$ cat config.mk
export PLATFORM = sky130hd
export DESIGN_NAME = abc_seq_tx
export DESIGN_NICKNAME = d
export VERILOG_FILES = /design/src/rtl/abc_seq_pkg.sv /design/src/rtl/abc_seq_tx.sv
export SDC_FILE = /design/constraint.sdc
export NUM_CORES = 1
export LEC_CHECK = 0
export CORE_UTILIZATION = 47
export CTS_CLUSTER_DIAMETER = 150
export DETAILED_ROUTE_END_ITERATION = 10
export GPL_TIMING_DRIVEN = 1
export HOLD_SLACK_MARGIN = 0.03
export PLACE_DENSITY = 0.73
export SYNTH_ARGS = -nofsm -noshare
export SYNTH_HDL_FRONTEND = slang
export SYNTH_SLANG_ARGS = --single-unit
export TNS_END_PERCENT = 5
$ cat constraint.sdc
create_clock -name clk -period 2.2 [get_ports clk]
set_input_delay 0.55 -clock clk [delete_from_list [all_inputs] [get_ports clk]]
set_output_delay 0.55 -clock clk [all_outputs]
set_load 0.02 [all_outputs]
$ cat src/rtl/abc_seq_pkg.sv
// abc_seq_pkg: shared state indices, one-hot state vectors and symbol constants for abc_seq_tx
package abc_seq_pkg;
  localparam int S_IDLE = 0;
  localparam int S_LOAD = 1;
  localparam int S_EMIT = 2;
  localparam int S_PAUSE = 3;
  localparam int S_GAP = 4;
  localparam int S_DONE = 5;
  localparam int N_ST = 6;
  localparam int SYM_W = 3;
  localparam logic [SYM_W-1:0] IDLE_SYM = '0;
  localparam logic [N_ST-1:0] ST_IDLE = N_ST'(1 << S_IDLE);
  localparam logic [N_ST-1:0] ST_LOAD = N_ST'(1 << S_LOAD);
  localparam logic [N_ST-1:0] ST_EMIT = N_ST'(1 << S_EMIT);
  localparam logic [N_ST-1:0] ST_PAUSE = N_ST'(1 << S_PAUSE);
  localparam logic [N_ST-1:0] ST_GAP = N_ST'(1 << S_GAP);
  localparam logic [N_ST-1:0] ST_DONE = N_ST'(1 << S_DONE);

  function automatic logic onehot(input logic [N_ST-1:0] s);
    return (s != '0) && ((s & (s - 1'b1)) == '0);
  endfunction
endpackage

$ cat src/rtl/abc_seq_tx.sv
// abc_seq_tx: accepts a frame of {a,b,c} symbols and plays it out with per-symbol hold, stall, idle gap and done pulse
module abc_seq_tx
  import abc_seq_pkg::*;
#(
  parameter int N_SYM = 4,
  parameter int HOLD_W = 2,
  parameter int GAP_CYC = 2,
  localparam int IW = (N_SYM > 1) ? $clog2(N_SYM) : 1
) (
  input  logic                   clk,
  input  logic                   rst,
  input  logic                   in_valid,
  output logic                   in_ready,
  input  logic [N_SYM*SYM_W-1:0] in_data,
  input  logic [HOLD_W-1:0]      in_hold,
  input  logic                   stall,
  output logic                   a,
  output logic                   b,
  output logic                   c,
  output logic                   sym_valid,
  output logic [IW-1:0]          sym_idx,
  output logic                   busy,
  output logic                   done
);
  localparam int GW = $clog2(GAP_CYC) + 1;

  logic [N_ST-1:0] state_q, state_d;
  logic [N_SYM*SYM_W-1:0] shift_q, shift_d;
  logic [HOLD_W-1:0] hold_q, hold_d, hcnt_q, hcnt_d;
  logic [IW-1:0] idx_q, idx_d;
  logic [GW-1:0] gap_q, gap_d;

  always_comb begin
    state_d = state_q;
    shift_d = shift_q;
    hold_d = hold_q;
    hcnt_d = hcnt_q;
    idx_d = idx_q;
    gap_d = gap_q;
    if (!onehot(state_q)) begin
      state_d = ST_IDLE;
    end else if (state_q[S_IDLE]) begin
      if (in_valid) begin
        shift_d = in_data;
        hold_d = in_hold;
        idx_d = '0;
        state_d = ST_LOAD;
      end
    end else if (state_q[S_LOAD]) begin
      idx_d = '0;
      hcnt_d = hold_q;
      state_d = ST_EMIT;
    end else if (state_q[S_EMIT]) begin
      if (stall) state_d = ST_PAUSE;
      else if (hcnt_q != '0) hcnt_d = hcnt_q - 1'b1;
      else if (idx_q == IW'(N_SYM - 1)) begin
        gap_d = '0;
        state_d = ST_GAP;
      end else begin
        shift_d = shift_q >> SYM_W;
        idx_d = idx_q + 1'b1;
        hcnt_d = hold_q;
      end
    end else if (state_q[S_PAUSE]) begin
      if (!stall) state_d = ST_EMIT;
    end else if (state_q[S_GAP]) begin
      gap_d = gap_q + 1'b1;
      if (gap_q == GW'(GAP_CYC - 1)) state_d = ST_DONE;
    end else begin
      state_d = ST_IDLE;
    end
  end

  always_ff @(posedge clk) begin
    if (rst) begin
      state_q <= ST_IDLE;
      shift_q <= '0;
      hold_q <= '0;
      hcnt_q <= '0;
      idx_q <= '0;
      gap_q <= '0;
    end else begin
      state_q <= state_d;
      shift_q <= shift_d;
      hold_q <= hold_d;
      hcnt_q <= hcnt_d;
      idx_q <= idx_d;
      gap_q <= gap_d;
    end
  end

  // symbol stays on the wires through a pause so the consumer sees no glitch
  assign {a, b, c} = (state_q[S_EMIT] | state_q[S_PAUSE]) ? shift_q[SYM_W-1:0] : IDLE_SYM;
  assign sym_valid = state_q[S_EMIT] & ~stall;
  assign sym_idx = idx_q;
  assign busy = ~state_q[S_IDLE];
  assign in_ready = state_q[S_IDLE];
  assign done = state_q[S_DONE];
endmodule

**Word level (Yosys, flattened, before mapping)**

Index checks and enable logic that the tools add are counted.

- Register bits after elaboration: 26
- Output and inout bits: 9
- Input port bits: 18
- Logic and storage cells: 95

- $add $sub $neg: 4
- Mux-type cells: 37
- Reduce and logical (&&, ||, !) cells: 17
- Eq/ne operators: 20
- Bitwise logic cells: 7

Operators with widths:

| cell | count |
|---|---|
| 12-bit 2-to-1 mux | 7 |
| 6-bit 2-to-1 mux | 11 |
| 2-bit 2-to-1 mux | 18 |
| 2-bit != test, second input constant | 7 |
| 5-bit != test, second input constant | 2 |
| 5-bit AND reduction | 2 |
| 3-bit != test, second input constant | 3 |
| 8-bit AND reduction | 1 |
| 2-bit nonzero test | 4 |
| 7-bit AND reduction | 1 |
| 6-bit bitwise AND | 1 |
| 6-bit logical NOT | 1 |
| 2-bit by 1-bit != test with 1-bit output, second input constant | 3 |
| 6-bit by 5-bit != test with 1-bit output, second input constant | 1 |
| 3-bit AND reduction | 2 |
| 6-bit AND reduction | 1 |
| 6-bit nonzero test | 1 |
| 6-bit by 1-bit subtractor with 6-bit output, second input constant | 1 |
| 5-bit by 4-bit != test with 1-bit output, second input constant | 1 |
| 2-bit by 1-bit adder with 2-bit output, second input constant | 2 |
| 1-bit inverter | 4 |
| 4-bit AND reduction | 1 |
| 3-bit 2-to-1 mux | 1 |
| 3-bit by 1-bit != test with 1-bit output, second input constant | 1 |
| 8 further kinds | 8 |

**Depth between registers and ports, before layout**

Gate-level depths: netlist of the first run.

- Depth after elaboration: 7
- Gate-level depth with buffers: 8
- Gate-level depth less buffers: 6

**Worst setup path before layout of the first run**

No wires, ideal clock.

- Kind: input -> register
- Start: in stall
- End: reg hcnt_q[0]
- Path buffers: 0
- Setup time: 0.070 ns
- Required time: 2.130 ns
- Stages on the path: 5
- Setup slack: 0.159 ns
- Arrival time: 1.971 ns
- Cell sequence: nor2b_1 > a21oi_1 > or4_4 > or3_1 > a21oi_1

- Cells in the longest elaborated chain, start to end: 2

Ends and longest elaborated chain:

| what | line | source |
|---|---|---|
| start: declaration | abc_seq_tx.sv:16 | `input logic stall,` |
| 2-bit by 1-bit != test with 1-bit output (no source line) | n/a |  |
| 5-bit AND reduction (no source line) | n/a |  |
| end signal: assignment | abc_seq_tx.sv:86 | `hcnt_q <= hcnt_d;` |
| end: declaration | abc_seq_tx.sv:29 | `logic [HOLD_W-1:0] hold_q, hold_d, hcnt_q, hcnt_d;` |

Every way passes these cells.
A chain may end at the register's enable or synchronous reset.

**Worst setup path in the final report of the first run**

- Start: reg state_q[0]
- End: out busy

- Cells in the longest elaborated chain, start to end: 1

Ends and longest elaborated chain:

| what | line | source |
|---|---|---|
| start: declaration | abc_seq_tx.sv:27 | `logic [N_ST-1:0] state_q, state_d;` |
| start signal: assignment | abc_seq_tx.sv:83 | `state_q <= state_d;` |
| 1-bit inverter (no source line) | n/a |  |
| end: declaration | abc_seq_tx.sv:22 | `output logic busy,` |

Every way passes these cells.

==> impl_metrics.py, run 1 <==
metrics = {
    "global_route": {
        "vias_in_the_first_global_route": 1274,
        "antenna_found_initial": 0,
        "grt_start_max_net_pins": 21,
        "overflow": 0,
        "overall_routing_resource_usage": 0.215,
        "grt_pass1_wl_mm": 5.58,
    },
    "drt": {
        "ant_nets": 0,
        "via_per_inst": 6.01,
        "vias": 1323,
        "post-route-drc-count": 2,
        "route.final.wire_length_mm": 3.27,
        "detailedRoute.firstPassIterationCount": 7,
        "post_dr_wirelength_cell_um": 14.9,
        "detailedRoute.firstIterationViolations": 43,
    },
    "sta": {
        "finClkSkew_ps": 3.38,
        "finalCritPeriodShare": 0.950,
        "timing.max_slew.rel_slack": 0.659,
        "setup_viol_count_final": 0,
        "worst-slew-pin-transition_ps": 508,
        "final_slew_violations": 0,
        "rsz_0062_raised_after_global_routing": "false",
        "clock.fmax_ghz": 0.478,
        "final-hold-violation-count": 0,
        "period_needed_ps": 2090,
    },
    "floorplan": {
        "die_h_um": 57.0,
        "die_w_um": 57.0,
        "die_area_mm2": 0.00325,
        "core_region_area_mm2": 0.00281,
        "row_count": 19,
        "io_pins": 27,
        "floorplan.initialDensity": 0.507,
    },
    "worst_setup_path": {
        "worst-path-max-fanout": 9,
        "critical_path_class": "reg2out",
        "worst-endpoint-arrival_ps": 1540,
        "critPathLaunchType": "flop",
        "timing.critical_path.slowest_cell_delay_ps": 600,
        "end_kind": "output pin",
        "cpMaxStageDelayCell": "clkdlybuf4s50_1",
        "cpLargestDelayFamily": "buffers and inverters",
        "worst_ep_required_time_ps": 1650,
        "cp_cell_sequence": "buf_4 > inv_1 > clkdlybuf4s50_1",
        "worstPathBufferInverterCount": 3,
    },
    "placed_design": {
        "port_buffers": 26,
        "globalplace.congestion": 0.827,
        "dp_hpwl_mm": 2.50,
    },
    "clock_network": {
        "tritoncts_clock_tree": "done",
        "path_clk_slew_ps": 140,
        "largest_buffer_count_on_any_clock_path": 2,
        "clock_sinks": 26,
        "tritoncts.num_buffers": 3,
        "clockRootBuffer": "clkbuf_4",
        "worstSkewPairLatency_ps": 320,
        "post_cts.repair.setup_buffers": 0,
        "cts_htree_levels": 1,
    },
    "cells_and_area": {
        "post-route-util": 0.651,
        "antenna_cells": 0,
        "drive_gt1_frac": 0.164,
        "area_delta_synth_final_pct": 28.4,
        "final_nets": 210,
        "final.fill_count": 256,
    },
    "flow_run": {
        "cap_viol_max_count": 0,
    },
    "synthesis": {
        "synth_fp_nets": 175,
        "synth.cell_area_mm2": 0.00142,
        "synth_cell_type_count": 45,
        "post_synth.cell_area_avg_um2": 9.18,
        "ys_dominant_reg_cell": "dfxtp_1",
        "synth_seq_area_share": 0.366,
        "gate_count_of_the_mapped_netlist": 155,
        "yosys_register_bits": 26,
        "count_of_flip_flops_with_a_built_in_enable_after_synthesis": 0,
        "synth-async-reset-ratio": 0,
        "yosys_warnings": 0,
    },
    "pwr": {
        "vdd.ir_drop.worst_v": 0.000509,
        "total_power_uw": 1460,
        "power.density_cell_area_mw_per_mm2": 797,
        "leakagePower_uw": 0.000771,
    },
    "worst_hold_path": {
        "worst_hold_path_type": "reg2reg",
    },
    "outcome": {
        "violations": "DRC",
        "outcome": "finished, violations left",
    },
}
==> report_power, final <==
| group | internal (uW) | switching [uW] |
|---|---|---|
| combinational | 295 | 311 |
| sequential | 547 | 57.7 |
| clock | 101 | 144 |
| total | 943 | 513 |
==> Yosys cell counts, types with 2 or more instances <==
cell type  number  area share
nor3_1          5       0.018
buf_6           2       0.016
inv_1           4       0.011
nand2_1         5       0.013
nand2b_1        5       0.022
or4_1           2       0.011
dfxtp_1        26        0.37
mux2i_1        12       0.084
buf_2           2      0.0070
clkbuf_8        2       0.019
a311oi_1        9       0.055
a211oi_1        2       0.011
nor4b_2         3       0.032
nor2_1          9       0.024
a22oi_1         2       0.011
a22o_1          3       0.018
o21ai_0         7       0.025
ha_1            2       0.018
or3b_2          2       0.012
a21oi_1        21       0.074
clkbuf_1        2      0.0053
nor2b_1         5       0.022
==> final cells by class <==
class | count | area, um^2 | area share
flip-flops and latches | 26 | 527 | 0.288
repair buffers | 40 | 397 | 0.217
multi-input cells | 115 | 813 | 0.445
clock buffers | 4 | 36.3 | 0.0199
inverters | 4 | 15.0 | 0.00822
well taps | 31 | 38.8 | 0.0212
==> tightest hold or removal path, delay by kind of cell (launching register included) <==
family,cells,cell delay (ps)
DFF,1,340
AOI/OAI and AO/OA,2,120
==> state kept, by name, summed over array words and instances (netlist names) <==
| signal | flops |
|---|---|
| hcnt_q | 2 |
| sym_idx | 2 |
| gap_q | 2 |
| hold_q | 2 |
| state_q | 6 |
| shift_q | 12 |
==> cell families (layout without fill, tap and decap cells) <==
| logic type | count (synthesis) | count (layout) | synth area share |
|---|---|---|---|
| compound gates | 53 | 53 | 0.247 |
| simple gates | 46 | 46 | 0.205 |
| flops | 26 | 26 | 0.366 |
| buf+inv | 14 | 48 | 0.0660 |
| mux | 13 | 13 | 0.0924 |
| fa+ha+maj | 2 | 2 | 0.0176 |
| xor+xnor | 1 | 1 | 0.00616 |
==> worst paths after layout <==
kind	depth (start not counted)	slack, ps	endpoint	start
worst min register to register	2	480	gap_q[1]	gap_q[1]
worst max register to register	5	290	hcnt_q[0]	state_q[2]
worst max-delay path	3	110	busy	state_q[0]
worst min-delay path	2	480	gap_q[1]	gap_q[1]
==> repair_timing <==
item / in CTS / in global routing
setup endpoints to repair: 4 / 5
gates resized for setup: 5 / 4
hold buffers: 0 / 0
==> layer usage <==
| metal | wire [um] | global-route usage | vias up |
|---|---|---|---|
| li1 | - | - | 652 |
| met1 | 1430 | 0.259 | 620 |
| met3 | 154 | 0.0317 | 6 |
| met5 | 0 | 0 | - |
| met4 | 47 | 0.0662 | 0 |
| met2 | 1640 | 0.392 | 45 |
==> cells in the final DEF (no fill, tap or decap), types with 2 or more instances in the layout <==
cell / count
dfxtp_1: 23
dlymetal6s2s_1: 3
a211oi_1: 2
ha_1: 2
a22o_1: 3
clkbuf_4: 3
nor2_1: 9
nand2_1: 5
dfxtp_2: 2
o21ai_0: 7
nor3_1: 5
or4_1: 2
nor2b_1: 5
a22oi_1: 2
a21oi_1: 21
buf_4: 12
or3b_2: 2
mux2i_1: 12
buf_12: 2
nor4b_2: 3
a311oi_1: 9
clkdlybuf4s50_1: 22
inv_1: 4
nand2b_1: 5
==> per-stage QoR <==
step	cell area (um^2)	TNS [ps]	hold slack [ps]	std cells	worst slack [ps]
after global placement	1770	-414	460	216	-117
after detailed placement	1770	-1530	466	216	-176
after CTS	1820	0	486	220	25.4
after global routing	1830	0	511	220	33.7
final	1830	0	483	220	109
after floorplan	1420	0	442	155	159
No activity file was read; power rests on OpenSTA's default activity.
==> run 2, diff against run 1 <==
SKIP_LAST_GASP = 1   (was unset)
==> impl_metrics.py, run 2 (synthesis gave the netlist of run 1 again) <==
metrics = {
    "floorplan": {
        "core_region_area_mm2": 0.00281,
        "die_w_um": 57.0,
        "io_pins": 27,
        "floorplan.initialDensity": 0.507,
        "die_area_mm2": 0.00325,
        "die_h_um": 57.0,
        "row_count": 19,
    },
    "global_route": {
        "met2_track_demand_over_resource_in_global_routing": 0.393,
        "gr-usage-met3": 0.0317,
        "grt_start_max_net_pins": 21,
        "overflow": 0,
        "antenna_found_initial": 0,
        "overall_routing_resource_usage": 0.214,
        "grt_busiest_layer": "met2",
        "met1_usage": 0.256,
        "grt_pass1_wl_mm": 5.57,
        "vias_in_the_first_global_route": 1277,
    },
    "pwr": {
        "power_frac_comb": 0.417,
        "p_int_uw": 942,
        "power.density_cell_area_mw_per_mm2": 798,
        "total_power_uw": 1450,
        "netSwitchingPower_uw": 511,
        "p_seq_frac": 0.415,
        "leakagePower_uw": 0.000734,
        "vdd.ir_drop.worst_v": 0.000507,
        "netSwitchingFraction": 0.351,
        "clkPwrFrac": 0.168,
    },
    "worst_hold_path": {
        "worst_hold_path_type": "reg2reg",
    },
    "sta": {
        "final-hold-violation-count": 0,
        "period_needed_ps": 2160,
        "setup_viol_count_final": 0,
        "finClkSkew_ps": 2.58,
        "finalSetupTns_ps": 0,
        "rsz_0062_raised_after_global_routing": "true",
        "final_slew_violations": 0,
        "timing.max_slew.rel_slack": 0.657,
        "hold_slack_ps": 483,
        "worst-slew-pin-transition_ps": 510,
        "clock.fmax_ghz": 0.464,
        "finalCritPeriodShare": 0.980,
    },
    "cells_and_area": {
        "antenna_cells": 0,
        "reg.largest.list": "shift_q (12), state_q (6)",
        "largest_register": "shift_q",
        "area_delta_synth_final_pct": 28.0,
        "final_nets": 210,
        "final_cell_mix": "dfxtp_1, clkdlybuf4s50_1, a21oi_1, mux2i_1, buf_4",
        "drive_gt1_frac": 0.159,
        "largest_reg_flops": 12,
    },
    "clock_network": {
        "cts-resized-gates": 2,
        "tritoncts.num_buffers": 3,
        "worstSkewPairLatency_ps": 320,
        "largest_buffer_count_on_any_clock_path": 2,
        "tritoncts_clock_tree": "done",
        "clock_sinks": 26,
        "cts_htree_levels": 1,
        "cts_hold_buf": 0,
        "post_cts.repair.setup_buffers": 0,
        "clockRootBuffer": "clkbuf_4",
        "path_clk_slew_ps": 140,
    },
    "drt": {
        "ant_nets": 0,
        "vias": 1304,
        "detailedRoute.firstIterationViolations": 53,
        "post_dr_wirelength_cell_um": 14.8,
        "detailedRoute.firstPassIterationCount": 7,
        "post-route-drc-count": 2,
        "via_per_inst": 5.93,
        "route.final.wire_length_mm": 3.25,
    },
    "placed_design": {
        "port_buffers": 26,
        "globalplace.congestion": 0.827,
        "dp_hpwl_mm": 2.50,
    },
    "worst_setup_path": {
        "end_kind": "output pin",
        "cp_cell_sequence": "buf_4 > clkdlybuf4s50_1",
        "worstPathBufferInverterCount": 2,
        "worst-endpoint-arrival_ps": 1610,
        "worst-path-max-fanout": 9,
        "worst_ep_required_time_ps": 1650,
        "critPathLaunchType": "flop",
        "cpLargestDelayFamily": "buffers and inverters",
        "critical_path_class": "reg2out",
        "timing.critical_path.slowest_cell_delay_ps": 610,
        "cpMaxStageDelayCell": "clkdlybuf4s50_1",
    },
    "outcome": {
        "violations": "DRC",
        "outcome": "finished, violations left",
    },
    "flow_run": {
        "cap_viol_max_count": 0,
    },
}
-- run 2: layout make-up --
type	instances	area, um^2
Clock buffer	4	36.3
Fill cell	256	985
Inverter	4	15.0
Multi-Input combinational cell	115	813
Sequential cell	26	526
Tap cell	31	38.8
Timing Repair Buffer	40	392
-- run 2: metrics by stage --
| step | setup WS (ps) | util | cells | area (um^2) |
|---|---|---|---|---|
| after detailed placement | -176 | 0.632 | 216 | 1770 |
| after global routing | -28.0 | 0.649 | 220 | 1820 |
| after CTS | -101 | 0.645 | 220 | 1810 |
| final | 43.7 | 0.649 | 220 | 1820 |
| after floorplan | 159 | - | 155 | 1420 |
| after global placement | -117 | 0.632 | 216 | 1770 |
-- run 2: path summary, 6_finish.rpt --
path | from | cells after the start | slack [ps] | to
setup / recovery | state_q[0] | 2 | 40 | in_ready
hold / removal | gap_q[1] | 2 | 480 | gap_q[1]
setup reg to reg | state_q[2] | 5 | 290 | hcnt_q[0]
hold reg to reg | gap_q[1] | 2 | 480 | gap_q[1]
-- run 2: layer usage --
layer / wire length [um] / share of wire / vias to the layer above
li1: - / - / 653
met1: 1430 / 0.44 / 610
met2: 1630 / 0.50 / 35
met3: 141 / 0.043 / 6
met4: 47 / 0.014 / 0
met5: 0 / 0 / -
-- run 2: power by group through the flow --
| stage | Clock, uW | Combinational [uW] | Sequential, uW |
|---|---|---|---|
| 2_1_floorplan | 0 | 403 | 600 |
| 3_3_place_gp | 0 | 585 | 609 |
| 3_5_place_dp | 0 | 602 | 613 |
| 4_1_cts | 250 | 602 | 603 |
| 5_1_grt | 267 | 656 | 612 |
| 6_report | 244 | 605 | 603 |
-- run 2: worst register-to-register path, stage by stage (launching register included) --
cell and delay, ps:
dfxtp_4 430, nor4b_2 270, a211oi_1 120, or4_4 540, or3_1 350, a21oi_1 150
